<file path="src/rtl/mux_rr_arbiter.sv">
// Round-robin arbiter/sequencer for the shared 16:1 bit mux: picks one requester,
// drives the mux select and one-hot grant, and rotates after MAX_BURST accepted beats.
module mux_rr_arbiter #(
    parameter int N         = 16,
    parameter int SEL_W     = 4,
    parameter int MAX_BURST = 4
) (
    input  logic             clk,
    input  logic             rst_n,
    input  logic [N-1:0]     req,
    input  logic             out_ready,
    output logic [SEL_W-1:0] sel,
    output logic [N-1:0]     gnt,
    output logic             out_valid,
    output logic [N-1:0]     ack,
    output logic             busy
);
    localparam int CNT_W = $clog2(MAX_BURST) + 1;

    typedef enum logic {IDLE, GRANT} state_t;

    state_t           state;
    logic [SEL_W-1:0] ptr;
    logic [CNT_W-1:0] cnt;

    logic             cur_req;
    logic             beat;
    logic             rel;
    logic [SEL_W-1:0] next_ptr;
    logic [N-1:0]     req_masked;
    logic [SEL_W:0]   idle_win;
    logic [SEL_W:0]   rel_win;

    function automatic logic [N-1:0] onehot(input logic [SEL_W-1:0] idx);
        logic [N-1:0] v;
        v      = '0;
        v[idx] = 1'b1;
        return v;
    endfunction

    // Returns {found, index} of the first set bit scanning start, start+1, ... mod N.
    function automatic logic [SEL_W:0] pick(input logic [N-1:0] r, input logic [SEL_W-1:0] start);
        logic [SEL_W:0]   res;
        logic [SEL_W-1:0] idx;
        res = '0;
        for (int k = N - 1; k >= 0; k--) begin
            idx = start + SEL_W'(k);
            if (r[idx]) res = {1'b1, idx};
        end
        return res;
    endfunction

    always_comb begin
        cur_req    = req[sel];
        beat       = out_ready & cur_req;
        rel        = ~cur_req | (beat & (cnt == CNT_W'(MAX_BURST - 1)));
        next_ptr   = sel + 1'b1;
        req_masked = req & ~onehot(sel);
        idle_win   = pick(req, ptr);
        rel_win    = pick(req_masked, next_ptr);
    end

    always_ff @(posedge clk) begin
        if (!rst_n) begin
            state     <= IDLE;
            sel       <= '0;
            gnt       <= '0;
            out_valid <= 1'b0;
            ptr       <= '0;
            cnt       <= '0;
        end else begin
            unique case (state)
                IDLE: begin
                    if (idle_win[SEL_W]) begin
                        state     <= GRANT;
                        sel       <= idle_win[SEL_W-1:0];
                        gnt       <= onehot(idle_win[SEL_W-1:0]);
                        out_valid <= 1'b1;
                        cnt       <= '0;
                    end
                end
                GRANT: begin
                    if (rel) begin
                        ptr <= next_ptr;
                        cnt <= '0;
                        // Other requesters take precedence; the current owner only keeps the bus if alone.
                        if (rel_win[SEL_W]) begin
                            sel <= rel_win[SEL_W-1:0];
                            gnt <= onehot(rel_win[SEL_W-1:0]);
                        end else if (!cur_req) begin
                            state     <= IDLE;
                            sel       <= '0;
                            gnt       <= '0;
                            out_valid <= 1'b0;
                        end
                    end else if (beat) begin
                        cnt <= cnt + 1'b1;
                    end
                end
                default: state <= IDLE;
            endcase
        end
    end

    assign ack  = gnt & {N{out_valid & out_ready & req[sel]}};
    assign busy = out_valid;

endmodule

</file>
<file path="config.mk">
export PLATFORM = sky130hd
export DESIGN_NAME = mux_rr_arbiter
export DESIGN_NICKNAME = d
export VERILOG_FILES = /design/src/rtl/mux_rr_arbiter.sv
export SDC_FILE = /design/constraint.sdc
export NUM_CORES = 1
export LEC_CHECK = 0
export ABC_AREA = 1
export ABC_CLOCK_PERIOD_IN_PS = 4140
export BUFFER_PORTS_ARGS = -buffer_cell sky130_fd_sc_hd__buf_2
export CORE_UTILIZATION = 60
export DETAILED_ROUTE_END_ITERATION = 7
export GPL_TIMING_DRIVEN = 1
export PLACE_DENSITY_LB_ADDON = 0.12
export RECOVER_POWER = 100
export SYNTH_ARGS = -nofsm -noshare
export SYNTH_HDL_FRONTEND = slang
export SYNTH_SLANG_ARGS = --single-unit
</file>
<file path="constraint.sdc">
create_clock -name clk -period 4.14 [get_ports clk]
set_input_delay 0.828 -clock clk [delete_from_list [all_inputs] [get_ports clk]]
set_output_delay 0.828 -clock clk [all_outputs]
set_load 0.005 [all_outputs]
</file>
==> impl_results.md <==
- Status: complete, no violations
- Mapped Area: about 5500 um^2
- RSZ-0062 raised after global routing: false
- Hold Path Stages: 2
- Final setup TNS: 0 ns
- HP Class: flop to flop
- CP Max Fanout: 13
- R2R cell count: 31
- Syn_nets: between 1000 and 1500
- CTS H-tree lvls: 2
- First-pass GRT wire length: a little under 30000 um
- Commonest non-fill, non-tap cell in the layout: nand2_1
- Fin. max-slew vios: 0
- Fin crit share: 0.9290
- Gr ovfl total: 0
- Largest net degree at the start of global routing: 34
- CTS tree: built
- WP data required: 4.31 ns
- Reg clk slew, reported paths: 0.07 ns
- Core Region: approximately 8800 um^2
- Post-Route Utilization: 0.6733
- Vias: between 7000 and 8000
- Final Wtd Congestion: roughly 1.1
- Avg Cell Area, Syn: between 5 and 6 um^2
- FFs w/ async S/R, synth: 0
- Ant diodes: 0
- Num rows: 34
- Initial antenna violation count: 0
- Max frequency: roughly 260 MHz
- Number of max-cap violations: 0
- Worst setup EP type: flop
- Die ar.: just under 10000 um^2
- DIE WIDTH: slightly below 100 um
- Commonest cells after routing, fill and taps aside: nand2_1 (386), nand3_1 (149), a21oi_1 (109)
- Final net count: 1145
- Final Hold Fails: 0
- WS Path Type: flop to flop
- Register area share after synthesis: 0.1049
- Setup crit start kind: flop
- Slew HR: 0.3685
- Initial core utilization: 0.6283
- DRC Markers: 0
- IO buf count: 56
- CTS Buf Count: 5
- Drt first pass iters: 6
- Synth Instances: between 1000 and 1500
- # setup viols final: 0
- Clk_lat worst skew: about 0.28 ns
- Worst-Margin Slew: 0.9373 ns
- Clk_skew: 0.007538 ns
- Wire per inst: ~14 um
- Most common flop cell mapped by yosys: dfxtp_1
- Crit-path max cell delay: around 0.34 ns
- Area growth syn-to-layout: 7.169%
- Post-CTS Setup Bufs: 0
- Fillers: just under 900
- ANT nets after route: 0
- Post-DP HPWL: between 10000 and 15000 um
- Routed WL: ~18000 um
- Die Y: between 90 and 100 um
- Period minus WS final: slightly below 4 ns
- Flops & latches, synth: 29
- Max Root-Sink Buffers: 2
- CTS root buf: clkbuf_8
- Critical path arrival: 4.02 ns
- Fraction of layout cells with a size suffix above 1: 0.1243
- Area contributors post-synth: nand2_1 (26%), nand3_1 (13%), dfxtp_1 (10%)
- # clock sinks: 29
- Hold_buf cts: 0
- Vias per cell: 5.778
- IO Pins: 57
- Synth warn: 0
- Yosys cell types: 43
- Worst path most repeated cell: nand2_1
- Vias in the first global route: between 6000 and 7000
- GR Util All Layers: 0.3666
- Largest area contributor in the netlist: nand2_1
- Final non-filler cell total: 1218
- Slowest cell on the critical path: dfxtp_1
- 1st-iter DRT viols: a little over 500
- Post-synth EDFFs: 0
- Placed insts: approximately 1200
- Synth top area share: 0.2626
## worst max-delay path, delay by kind of cell, from the launching register on
family / cells / cell delay (ns)
xor gates and xnor gates: 1 / 0.27
and+or+nand+nor: 22 / 1.77
buffers and inverters: 4 / 0.61
adders and majority gates: 2 / 0.51
DFF: 1 / 0.34
AOI/OAI and AO/OA: 2 / 0.25
## final cells by class
class | instances | area, um^2 | share of cell area
clock buffers | 7 | 96.34 | 0.01625
clock inverters | 1 | 5.005 | 0.0008441
inverters | 122 | 462.9 | 0.07808
multi-input cells | 878 | 4253 | 0.7172
flip-flops and latches | 29 | 581.8 | 0.09812
well taps | 108 | 135.1 | 0.02279
repair buffers | 73 | 395.4 | 0.06668
## registers in the layout, summed over array words and instances (netlist names)
register,count
ptr,4
gnt,16
cnt,3
state,1
sel,4
busy,1
## what timing repair did
| action | CTS | global route |
|---|---|---|
| resized for setup | 0 | 4 |
| hold endpoints to repair | 0 | 0 |
| endpoints found under the setup margin | 0 | 14 |
## metal layers
layer	vias up	track usage	part of all wire
met5	-	0	0
met4	0	0.1620	0.046
met3	73	0.03364	0.079
met2	333	0.6192	0.45
met1	3107	0.4740	0.43
li1	3524	-	-
## cells by family (layout without fill, tap and decap cells)
| kind of cell | after synthesis | after routing | synth area share |
|---|---|---|---|
| AO/OA/AOI/OAI | 168 | 168 | 0.1608 |
| XOR/XNOR | 15 | 15 | 0.03392 |
| adder cells (fa/ha/maj) | 17 | 17 | 0.03844 |
| buffers and inverters | 159 | 203 | 0.1269 |
| flip-flops | 29 | 29 | 0.1049 |
| AND/OR/NAND/NOR | 678 | 678 | 0.5351 |
## cells in the mapped netlist, types with 2 or more instances
cell,number
nand2_4,4
inv_1,99
nor2_2,9
a31oi_1,4
xor2_2,5
xor2_1,8
buf_2,13
clkinv_1,5
o31ai_1,2
nand4_1,5
inv_4,2
o21ai_1,30
nand3_2,5
clkbuf_1,5
dfxtp_1,29
nor2_1,79
nand2_2,16
or2_2,2
and2_1,6
o32ai_1,2
a211oi_1,4
o21ai_0,12
inv_2,16
buf_6,5
nand2_1,387
ha_1,17
nand3_1,149
o21a_1,2
buf_4,12
nand4_4,2
a21oi_1,109
nor3_1,9
nor4_1,2
## per-stage QoR
stage	cell area (um^2)	hold WS (ns)	setup WS, ns
6_report	5929	0.4722	0.2940
4_1_cts	5938	0.4752	0.2531
5_1_grt	5929	0.4979	0.03734
3_5_place_dp	5837	0.4670	0.2695
3_3_place_gp	5837	0.4537	0.3544
2_1_floorplan	5533	0.4342	0.6523
## path summary, 6_finish.rpt
check / startpoint / to / slack, ns
setup / recovery: sel[1] / gnt[6] / 0.29
hold / removal: cnt[2] / cnt[2] / 0.47
setup reg to reg: sel[1] / gnt[6] / 0.29
hold reg to reg: cnt[2] / cnt[2] / 0.47
Power is not shown: default switching activity piles up to over one toggle a cycle in this logic, so the estimate is an artifact.
